--- config.mk ---
export PLATFORM = sky130hd
export DESIGN_NAME = tick_scheduler_flat
export DESIGN_NICKNAME = d
export VERILOG_FILES = /design/src/rtl/tick_sched_pkg.sv /design/src/rtl/tick_scheduler_if.sv /design/src/rtl/mod_m_tick.sv /design/src/rtl/tick_scheduler.sv /design/src/flat_wrapper.sv
export SDC_FILE = /design/constraint.sdc
export NUM_CORES = 1
export LEC_CHECK = 0
export ABC_AREA = 1
export ABC_CLOCK_PERIOD_IN_PS = 4700
export CORE_AREA = 2 2 64 66
export DETAILED_ROUTE_END_ITERATION = 10
export DIE_AREA = 0 0 66 68
export HOLD_SLACK_MARGIN = 0.08
export PLACE_DENSITY = 0.95
export SLEW_MARGIN = 20
export SYNTH_ARGS = -nofsm -noshare
export SYNTH_HDL_FRONTEND = slang
export SYNTH_SLANG_ARGS = --single-unit
--- constraint.sdc ---
create_clock -name clk -period 4.7 [get_ports clk]
set_clock_uncertainty 0.2 [all_clocks]
set_input_delay 0.94 -clock clk [delete_from_list [all_inputs] [get_ports clk]]
set_output_delay 0.94 -clock clk [all_outputs]
set_load 0.05 [all_outputs]
--- src/rtl/tick_sched_pkg.sv ---
// Shared types and default widths for the tick scheduler block.
package tick_sched_pkg;

  localparam int DEF_W  = 6;
  localparam int DEF_RW = 8;

  typedef enum logic [1:0] {
    IDLE   = 2'd0,
    RUN    = 2'd1,
    PAUSED = 2'd2,
    DONE   = 2'd3
  } state_e;

endpackage

--- src/rtl/tick_scheduler_if.sv ---
// Control/status bundle between a tick_scheduler and whatever drives it.
interface tick_scheduler_if
  import tick_sched_pkg::*;
#(
  parameter int W  = DEF_W,
  parameter int RW = DEF_RW
) ();

  // start is a one-cycle request taken only in IDLE (period/reps sampled then);
  // stop and pause are levels; tick and done are one-cycle Moore pulses.
  logic          start;
  logic          stop;
  logic          pause;
  logic [W-1:0]  period;
  logic [RW-1:0] reps;
  logic          tick;
  logic          done;
  logic          busy;
  logic [W-1:0]  count;
  logic [RW-1:0] rep_cnt;
  state_e        state;

  modport master (
    output start, stop, pause, period, reps,
    input  tick, done, busy, count, rep_cnt, state
  );

  modport slave (
    input  start, stop, pause, period, reps,
    output tick, done, busy, count, rep_cnt, state
  );

endinterface

--- src/rtl/mod_m_tick.sv ---
// Modulo-P counter: counts 0..P-1 while enabled, flags the P-1 terminal value.
module mod_m_tick #(
  parameter int W = 6
) (
  input  logic         clk,
  input  logic         reset,
  input  logic         en_i,
  input  logic         clr_i,
  input  logic [W-1:0] period_i,
  output logic [W-1:0] count_o,
  output logic         max_tick_o
);

  logic [W-1:0] count_q, count_d;

  assign max_tick_o = (count_q == (period_i - W'(1)));
  assign count_o    = count_q;

  always_comb begin
    count_d = count_q;
    if (clr_i) begin
      count_d = '0;
    end else if (en_i) begin
      count_d = max_tick_o ? '0 : count_q + W'(1);
    end
  end

  always_ff @(posedge clk or negedge reset) begin
    if (!reset) begin
      count_q <= '0;
    end else begin
      count_q <= count_d;
    end
  end

endmodule

--- src/rtl/tick_scheduler.sv ---
// Periodic tick generator with repetition count, pause and abort control.
module tick_scheduler
  import tick_sched_pkg::*;
#(
  parameter int W  = DEF_W,
  parameter int RW = DEF_RW
) (
  input  logic            clk,
  input  logic            reset,
  tick_scheduler_if.slave bus
);

  state_e        state_q, state_d;
  logic [W-1:0]  period_q, period_d;
  logic [RW-1:0] reps_q, reps_d;
  logic [RW-1:0] rep_q, rep_d;
  logic [RW-1:0] rep_inc;
  logic          cnt_en, cnt_clr, max_tick;
  logic [W-1:0]  count_w;

  mod_m_tick #(.W(W)) u_cnt (
    .clk        (clk),
    .reset      (reset),
    .en_i       (cnt_en),
    .clr_i      (cnt_clr),
    .period_i   (period_q),
    .count_o    (count_w),
    .max_tick_o (max_tick)
  );

  assign rep_inc = rep_q + RW'(1);

  always_comb begin
    state_d  = state_q;
    period_d = period_q;
    reps_d   = reps_q;
    rep_d    = rep_q;
    cnt_en   = 1'b0;
    cnt_clr  = 1'b0;
    unique case (state_q)
      IDLE: begin
        if (bus.start && !bus.stop) begin
          state_d  = RUN;
          period_d = (bus.period == '0) ? W'(1) : bus.period;
          reps_d   = bus.reps;
          rep_d    = '0;
          cnt_clr  = 1'b1;
        end
      end
      RUN: begin
        if (bus.stop) begin
          state_d = IDLE;
          rep_d   = '0;
          cnt_clr = 1'b1;
        end else if (bus.pause) begin
          state_d = PAUSED;
        end else if (max_tick) begin
          rep_d = rep_inc;
          if ((reps_q != '0) && (rep_inc == reps_q)) begin
            state_d = DONE;
            cnt_clr = 1'b1;
          end else begin
            cnt_en = 1'b1;
          end
        end else begin
          cnt_en = 1'b1;
        end
      end
      PAUSED: begin
        if (bus.stop) begin
          state_d = IDLE;
          rep_d   = '0;
          cnt_clr = 1'b1;
        end else if (!bus.pause) begin
          // The resume edge counts as a run cycle, except at the terminal value,
          // which is held so the tick is decoded (and counted) back in RUN.
          state_d = RUN;
          cnt_en  = !max_tick;
        end
      end
      DONE: begin
        state_d = IDLE;
        if (bus.stop) begin
          rep_d   = '0;
          cnt_clr = 1'b1;
        end
      end
      default: state_d = IDLE;
    endcase
  end

  always_ff @(posedge clk or negedge reset) begin
    if (!reset) begin
      state_q  <= IDLE;
      period_q <= W'(1);
      reps_q   <= '0;
      rep_q    <= '0;
    end else begin
      state_q  <= state_d;
      period_q <= period_d;
      reps_q   <= reps_d;
      rep_q    <= rep_d;
    end
  end

  assign bus.tick    = (state_q == RUN) && max_tick;
  assign bus.done    = (state_q == DONE);
  assign bus.busy    = (state_q == RUN) || (state_q == PAUSED);
  assign bus.count   = count_w;
  assign bus.rep_cnt = rep_q;
  assign bus.state   = state_q;

endmodule

--- src/flat_wrapper.sv ---
// flat-port wrapper written by rule: the top's interface ports become plain ports
module tick_scheduler_flat import tick_sched_pkg::*;
#(
  parameter int W  = DEF_W,
  parameter int RW = DEF_RW
)
  (clk, reset, bus_start, bus_stop, bus_pause, bus_period, bus_reps, bus_tick, bus_done, bus_busy, bus_count, bus_rep_cnt, bus_state);
  tick_scheduler_if #(.W(W), .RW(RW)) bus_i ();
  input  logic clk;
  input  logic reset;
  input wire logic [$bits(bus_i.start)-1:0] bus_start;
  input wire logic [$bits(bus_i.stop)-1:0] bus_stop;
  input wire logic [$bits(bus_i.pause)-1:0] bus_pause;
  input wire logic [$bits(bus_i.period)-1:0] bus_period;
  input wire logic [$bits(bus_i.reps)-1:0] bus_reps;
  output wire logic [$bits(bus_i.tick)-1:0] bus_tick;
  output wire logic [$bits(bus_i.done)-1:0] bus_done;
  output wire logic [$bits(bus_i.busy)-1:0] bus_busy;
  output wire logic [$bits(bus_i.count)-1:0] bus_count;
  output wire logic [$bits(bus_i.rep_cnt)-1:0] bus_rep_cnt;
  output wire logic [$bits(bus_i.state)-1:0] bus_state;
  assign bus_i.start = bus_start;
  assign bus_i.stop = bus_stop;
  assign bus_i.pause = bus_pause;
  assign bus_i.period = bus_period;
  assign bus_i.reps = bus_reps;
  assign bus_tick = bus_i.tick;
  assign bus_done = bus_i.done;
  assign bus_busy = bus_i.busy;
  assign bus_count = bus_i.count;
  assign bus_rep_cnt = bus_i.rep_cnt;
  assign bus_state = bus_i.state;
  tick_scheduler #(.W(W), .RW(RW)) u_core (.clk(clk), .reset(reset), .bus(bus_i));
endmodule
==> impl_metrics.env, run 1 <==
export IMPL_power_net_switching_mw=0.743
export IMPL_netlist_instances=296
export IMPL_finalWirelength_mm=5.08
export IMPL_sequentialPowerShare_pct=29.3
export IMPL_fillers=328
export IMPL_netlist_top_cell_by_area="sky130_fd_sc_hd__dfrtp_1"
export IMPL_combPwrFrac_pct=55.7
export IMPL_yosys_top_cells_area="sky130_fd_sc_hd__dfrtp_1 (35%), sky130_fd_sc_hd__nand2_1 (15%), sky130_fd_sc_hd__nand3_1 (8.2%)"
export IMPL_cts_hold_buffers_added=0
export IMPL_vias_in_the_first_global_route=1982
export IMPL_max_clock_path_buffers=2
export IMPL_crit_top_cell="sky130_fd_sc_hd__nor2_1"
export IMPL_required_ns=3.56
export IMPL_yosysUniqueCellTypes=29
export IMPL_placementRows=23
export IMPL_finalCritPeriodShare_pct=84.8
export IMPL_ctsResizeCount=0
export IMPL_sequence_of_cells_on_the_critical_path="inv_1 > ha_1 > xor2_1 > nand3_1 > nor2_1 > nand3b_4 > nor2_1 > clkdlybuf4s50_1"
export IMPL_post_route_cells_drive_above_1_share_pct=7.40
export IMPL_hold_worst_slack_ns=0.341
export IMPL_peak_per_stage_delay_on_the_critical_path_ns=0.82
export IMPL_rsz0062_at_grt="no"
export IMPL_cts_clk_slew_worst_paths_ns=0.07
export IMPL_setup_violating_endpoint_count_in_the_final_report=0
export IMPL_critPathMaxFanout=10
export IMPL_timing_final_crit_period_ns=3.98
export IMPL_global_route_total_usage_across_every_layer_pct=25.1
export IMPL_routed_via_density=5.37
export IMPL_drc=0
export IMPL_run_status="finished clean"
export IMPL_worst_ep_arrival_time_ns=2.84
export IMPL_dieArea_um2=4490
export IMPL_cts_tree="built"
export IMPL_tightestPinTransition_ns=0.675
export IMPL_leakage_nw=1.23
export IMPL_groute_layer_met3_usage_pct=5.92
export IMPL_detail_route_first_pass_iterations=5
export IMPL_power_internal_mw=0.756
export IMPL_num_nets_final=364
export IMPL_layout_core_utilization_pct=67.0
export IMPL_global_route_overflow_total=0
export IMPL_detail_route_antenna_nets=0
export IMPL_setup_worst_path_end_class="output pin"
export IMPL_cts_root_buf="sky130_fd_sc_hd__clkbuf_8"
export IMPL_worst_relative_slew_slack_pct=54.8
export IMPL_cts_inserted_buffers=5
export IMPL_coreArea_um2=3860
export IMPL_globalRoute_busiestLayer="met2"
export IMPL_mostFrequentLayoutCells="sky130_fd_sc_hd__nand2_1 (85), sky130_fd_sc_hd__inv_1 (43), sky130_fd_sc_hd__clkdlybuf4s50_1 (37)"
export IMPL_syn_mean_instance_area_um2=6.99
export IMPL_clock_sink_count=30
export IMPL_synth_top_area_share_pct=35.1
export IMPL_grt_pass1_wl_mm=8.49
export IMPL_post_cts_setup_buffers=0
export IMPL_ir_worst_vdd_v=0.000348
export IMPL_chipWidth_um=66
export IMPL_syn_nets=323
export IMPL_critical_path_buf_inv_count=2
export IMPL_cellPowerDensity_nw_per_um2=580
export IMPL_maxSlewViolCount=0
export IMPL_port_buffer_count=37
export IMPL_syn_to_final_growth_pct=24.9
export IMPL_yosysWarningCount=0
export IMPL_synth_area_um2=2070
export IMPL_starting_density_pct=53.7
export IMPL_grt_antenna_before_repair=0
export IMPL_postSynthRegisterBits=30
export IMPL_detailed_route_via_count=2085
export IMPL_routabilityCongestion=0.864
export IMPL_worstSetupStartpointType="register"
export IMPL_maxCapViolCount=0
export IMPL_layout_cells_most_common="sky130_fd_sc_hd__nand2_1"
export IMPL_critical_path_slowest_cell="sky130_fd_sc_hd__clkdlybuf4s50_1"
export IMPL_critPathKind="register to output pin"
export IMPL_die_h_um=68
export IMPL_clk_latency_ns=0.29
export IMPL_ys_seq_area_share_pct=36.3
export IMPL_pwr_share_clk_pct=15.0
export IMPL_grt_met1_usage_pct=29.7
export IMPL_grt_start_max_net_pins=31
export IMPL_antenna_diode_count=0
export IMPL_cpLargestDelayFamily="buffers and inverters"
export IMPL_p_total_mw=1.50
export IMPL_grt_use_met2_pct=43.2
export IMPL_hold_viol=0
export IMPL_post_dp_hpwl_mm=3.71
export IMPL_clock_fmax_mhz=251
export IMPL_avgRoutedWirePerCell_um=13.1
export IMPL_totalNegativeSetupSlack_ns=0
export IMPL_ioPinCount=38
export IMPL_h_tree_levels=2
export IMPL_detailed_router_s_first_iteration_violation_count=205
export IMPL_switching_share_pct=49.6
export IMPL_min_path_type="register to register"
[state kept, by name (all words and copies together) (netlist names)]
register	flops
u_core.period_q	6
u_core.bus.rep_cnt	8
u_core.bus.state	2
u_core.reps_q	8
u_core.u_cnt.count_o	6
[through the flow]
stage	area (µm²)	cells	setup slack, ns
finish	2580	388	0.716
global route	2580	388	0.571
CTS	2580	388	0.723
detailed placement	2490	380	1.06
global placement	2490	380	1.13
floorplan	2070	296	1.43
[power by group through the flow]
| stage | sequential [mW] | combinational, mW | clock (mW) |
|---|---|---|---|
| floorplan | 0.519 | 0.537 | 0 |
| global placement | 0.437 | 0.799 | 0 |
| detailed placement | 0.439 | 0.827 | 0 |
| CTS | 0.435 | 0.833 | 0.227 |
| global route | 0.448 | 0.926 | 0.238 |
| finish | 0.439 | 0.836 | 0.224 |
[cells in the mapped netlist]
library cell               count
sky130_fd_sc_hd__nand3_1      34
sky130_fd_sc_hd__buf_1         1
sky130_fd_sc_hd__dfstp_2       1
sky130_fd_sc_hd__inv_1        43
sky130_fd_sc_hd__nand3b_4      1
sky130_fd_sc_hd__buf_6         1
sky130_fd_sc_hd__nand2_1      85
sky130_fd_sc_hd__nor2_1       29
sky130_fd_sc_hd__xor2_1        6
sky130_fd_sc_hd__inv_2         1
sky130_fd_sc_hd__nor3_1        1
sky130_fd_sc_hd__xnor3_1       1
sky130_fd_sc_hd__o21ai_2       2
sky130_fd_sc_hd__nand4_1       8
sky130_fd_sc_hd__or2_2         2
sky130_fd_sc_hd__a21oi_1       6
sky130_fd_sc_hd__ha_1          8
sky130_fd_sc_hd__nand2_4       1
sky130_fd_sc_hd__clkbuf_1      2
sky130_fd_sc_hd__nand3b_1      1
sky130_fd_sc_hd__a22oi_1       1
sky130_fd_sc_hd__nand2_2       3
sky130_fd_sc_hd__o21ai_0      23
sky130_fd_sc_hd__buf_2         1
sky130_fd_sc_hd__nand3_2       2
sky130_fd_sc_hd__dfrtp_1      29
sky130_fd_sc_hd__a21oi_2       1
sky130_fd_sc_hd__o21bai_1      1
sky130_fd_sc_hd__a211oi_4      1
[cell type report]
| class | count | area (µm²) | area share (%) |
|---|---|---|---|
| Clock buffer | 6 | 82.6 | 3.19 |
| Clock inverter | 2 | 12.5 | 0.484 |
| Inverter | 44 | 165 | 6.39 |
| Multi-Input combinational cell | 217 | 1120 | 43.5 |
| Sequential cell | 30 | 752 | 29.1 |
| Tap cell | 50 | 62.6 | 2.42 |
| Timing Repair Buffer | 39 | 385 | 14.9 |
[path summary, 6_finish.rpt]
| path | slack (ns) | end | startpoint | depth (start not counted) |
|---|---|---|---|---|
| max | 0.72 | bus_tick | u_core.period_q[0]$_DFFE_PN1P_ | 8 |
| min | 0.34 | u_core.period_q[5]$_DFFE_PN0P_ | u_core.period_q[5]$_DFFE_PN0P_ | 2 |
| max reg2reg | 1.86 | u_core.bus.rep_cnt[1]$_DFFE_PN0P_ | u_core.period_q[0]$_DFFE_PN1P_ | 9 |
| min reg2reg | 0.34 | u_core.period_q[5]$_DFFE_PN0P_ | u_core.period_q[5]$_DFFE_PN0P_ | 2 |
| max in group asynchronous | 3.15 | u_core.period_q[0]$_DFFE_PN1P_ | reset | 2 |
| min in group asynchronous | 0.83 | u_core.bus.rep_cnt[6]$_DFFE_PN0P_ | reset | 2 |
[worst reg2reg max path, delay by kind of cell (launching register included)]
kind	cells	cell delay (ns)
XOR/XNOR	1	0.18
buffers and inverters	1	0.09
adder cells (fa/ha/maj)	1	0.32
flip-flops	1	0.53
AO/OA/AOI/OAI	2	0.77
AND/OR/NAND/NOR	4	0.68
[metal layers]
metal | vias to the layer above | wire length (µm)
li1 | 1027 | -
met1 | 957 | 2050
met2 | 86 | 2540
met3 | 15 | 379
met4 | 0 | 115
met5 | - | 0
[logic make-up (layout without fill, tap and decap cells)]
group	count (synthesis)	count (layout)	share of synthesized area, %
XOR/XNOR	7	7	3.63
flip-flops	30	30	36.3
adder cells (fa/ha/maj)	8	8	4.84
AND/OR/NAND/NOR	167	167	35.9
buffers and inverters	49	91	9.31
AO/OA/AOI/OAI	35	35	9.98
(Power assumes the default switching activity.)
==> run 2: changes to the inputs <==
--- a/config.mk
+++ b/config.mk
@@ -6,12 +6,12 @@
 export NUM_CORES = 1
 export LEC_CHECK = 0
 export ABC_AREA = 1
-export ABC_CLOCK_PERIOD_IN_PS = 4700
-export CORE_AREA = 2 2 64 66
+export ABC_CLOCK_PERIOD_IN_PS = 4050
+export CORE_AREA = 2 2 67 69
 export DETAILED_ROUTE_END_ITERATION = 10
-export DIE_AREA = 0 0 66 68
+export DIE_AREA = 0 0 69 71
 export HOLD_SLACK_MARGIN = 0.08
-export PLACE_DENSITY = 0.95
+export PLACE_DENSITY = 0.88
 export SLEW_MARGIN = 20
 export SYNTH_ARGS = -nofsm -noshare
 export SYNTH_HDL_FRONTEND = slang
==> constraint.sdc (replaced) <==
create_clock -name clk -period 4.05 [get_ports clk]
set_clock_uncertainty 0.2 [all_clocks]
set_input_delay 0.81 -clock clk [delete_from_list [all_inputs] [get_ports clk]]
set_output_delay 0.81 -clock clk [all_outputs]
set_load 0.05 [all_outputs]
==> run 2 against run 1 <==
Register-to-register slack got worse by 0.60 ns. Combinational power increased by 15%. Sequential cell count is the same. Power grew 15%. Setup slack lost 0.47 ns. Largest cell class unchanged.
==> impl_metrics.env, run 2 (synthesis gave the netlist of run 1 again) <==
export IMPL_drc=0
export IMPL_cts_clk_slew_worst_paths_ns=0.06
export IMPL_cts_hold_buffers_added=0
export IMPL_hold_viol=0
export IMPL_ioPinCount=38
export IMPL_maxSlewViolCount=0
export IMPL_worstHoldStart="u_core.period_q[5]$_DFFE_PN0P_"
export IMPL_worst_ep_arrival_time_ns=2.80
export IMPL_ctsResizeCount=0
export IMPL_setup_violating_endpoint_count_in_the_final_report=0
export IMPL_num_nets_final=364
export IMPL_worst_relative_slew_slack_pct=54.0
export IMPL_finalWirelength_mm=4.80
export IMPL_timing_final_crit_period_ns=3.81
export IMPL_timing_rr_start="u_core.period_q[0]$_DFFE_PN1P_"
export IMPL_dieArea_um2=4900
export IMPL_leakage_nw=1.23
export IMPL_detail_route_antenna_nets=0
export IMPL_min_path_type="register to register"
export IMPL_grt_pass1_wl_mm=8.05
export IMPL_cp_startpoint="u_core.period_q[0]$_DFFE_PN1P_"
export IMPL_detailed_route_via_count=2026
export IMPL_clock_fmax_mhz=263
export IMPL_reg2regPathDepth=9
export IMPL_routed_via_density=5.19
export IMPL_layout_cells_most_common="sky130_fd_sc_hd__nand2_1"
export IMPL_die_h_um=71
export IMPL_placementRows=24
export IMPL_required_ns=3.04
export IMPL_global_route_overflow_total=0
export IMPL_min_path_cells=2
export IMPL_antenna_diode_count=0
export IMPL_totalNegativeSetupSlack_ns=0
export IMPL_syn_to_final_growth_pct=24.8
export IMPL_global_route_total_usage_across_every_layer_pct=20.4
export IMPL_cellPowerDensity_nw_per_um2=667
export IMPL_post_dp_hpwl_mm=3.44
export IMPL_avgRoutedWirePerCell_um=12.3
export IMPL_run_status="finished clean"
export IMPL_coreArea_um2=4200
export IMPL_post_cts_setup_buffers=0
export IMPL_max_clock_path_buffers=2
export IMPL_routabilityCongestion=0.830
export IMPL_critPathMaxFanout=10
export IMPL_ir_worst_vdd_v=0.000672
export IMPL_grt_antenna_before_repair=0
export IMPL_clk_latency_ns=0.28
export IMPL_starting_density_pct=49.2
export IMPL_critPathKind="register to output pin"
export IMPL_maxCapViolCount=0
export IMPL_detailed_router_s_first_iteration_violation_count=104
export IMPL_clock_sink_count=30
export IMPL_cts_inserted_buffers=5
export IMPL_detail_route_first_pass_iterations=5
export IMPL_cts_root_buf="sky130_fd_sc_hd__clkbuf_8"
export IMPL_cts_tree="built"
export IMPL_rsz0062_at_grt="no"
export IMPL_finalCritPeriodShare_pct=94.0
export IMPL_chipWidth_um=69
export IMPL_setup_worst_path_end_class="output pin"
export IMPL_tightestPinTransition_ns=0.687
export IMPL_mostFrequentLayoutCells="sky130_fd_sc_hd__nand2_1 (85), sky130_fd_sc_hd__inv_1 (43), sky130_fd_sc_hd__clkdlybuf4s50_1 (37)"
export IMPL_grt_start_max_net_pins=31
export IMPL_vias_in_the_first_global_route=1944
export IMPL_post_route_cells_drive_above_1_share_pct=7.10
export IMPL_port_buffer_count=37
export IMPL_hold_worst_slack_ns=0.321
export IMPL_h_tree_levels=2
export IMPL_worstSetupStartpointType="register"
[run 2: cell count changes in the layout (fill, tap and decap cells not counted), sizes merged]
cell	change
clkbuf	+1
clkinvlp	-1
[run 2: critical path, stage by stage, from the launching register on]
cell and delay (ns):
sky130_fd_sc_hd__dfstp_2 0.54, sky130_fd_sc_hd__inv_1 0.10, sky130_fd_sc_hd__ha_1 0.32, sky130_fd_sc_hd__xor2_1 0.16
sky130_fd_sc_hd__nand3_1 0.09, sky130_fd_sc_hd__nor2_1 0.19, sky130_fd_sc_hd__nand3b_4 0.18, sky130_fd_sc_hd__nor2_1 0.12
sky130_fd_sc_hd__clkdlybuf4s50_1 0.81
[run 2: worst paths after layout]
check | endpoint | slack [ns]
worst max register to register | u_core.bus.rep_cnt[0]$_DFFE_PN0P_ | 1.26
worst min register to register | u_core.period_q[5]$_DFFE_PN0P_ | 0.32
worst max-delay path | bus_tick | 0.24
max in group asynchronous | u_core.period_q[0]$_DFFE_PN1P_ | 2.62
worst min-delay path | u_core.period_q[5]$_DFFE_PN0P_ | 0.32
min in group asynchronous | u_core.bus.rep_cnt[6]$_DFFE_PN0P_ | 0.71
[run 2: area by class of cell]
| cell class | instances | area (µm²) |
|---|---|---|
| Clock buffer | 7 | 86.3 |
| Sequential cell | 30 | 752 |
| Timing Repair Buffer | 39 | 385 |
| Clock inverter | 1 | 5.00 |
| Inverter | 44 | 165 |
| Multi-Input combinational cell | 217 | 1120 |
| Fill cell | 369 | 1620 |
| Tap cell | 52 | 65.1 |
[run 2: layer usage]
layer,GRT usage [%],share of wire [%]
met4,11.8,2.0
met5,0,0
met2,33.9,47
met3,3.56,5.5
met1,25.0,45
[run 2: power by group]
group          switching, mW  internal (mW)
logic                  0.624          0.337
registers              0.105          0.404
clock network          0.115          0.137
total                  0.844          0.878
[run 2: stage by stage]
stage | util, % | std cells | setup WS [ns] | cell area [µm²] | power [mW]
3_5_place_dp | 59.3 | 382 | 0.559 | 2490 | 1.46
4_1_cts | 61.5 | 390 | 0.251 | 2580 | 1.73
2_1_floorplan | - | 296 | 0.911 | 2070 | 1.23
3_3_place_gp | 59.3 | 382 | 0.605 | 2490 | 1.44
5_1_grt | 61.5 | 390 | 0.0596 | 2580 | 1.86
6_report | 61.5 | 390 | 0.244 | 2580 | 1.72
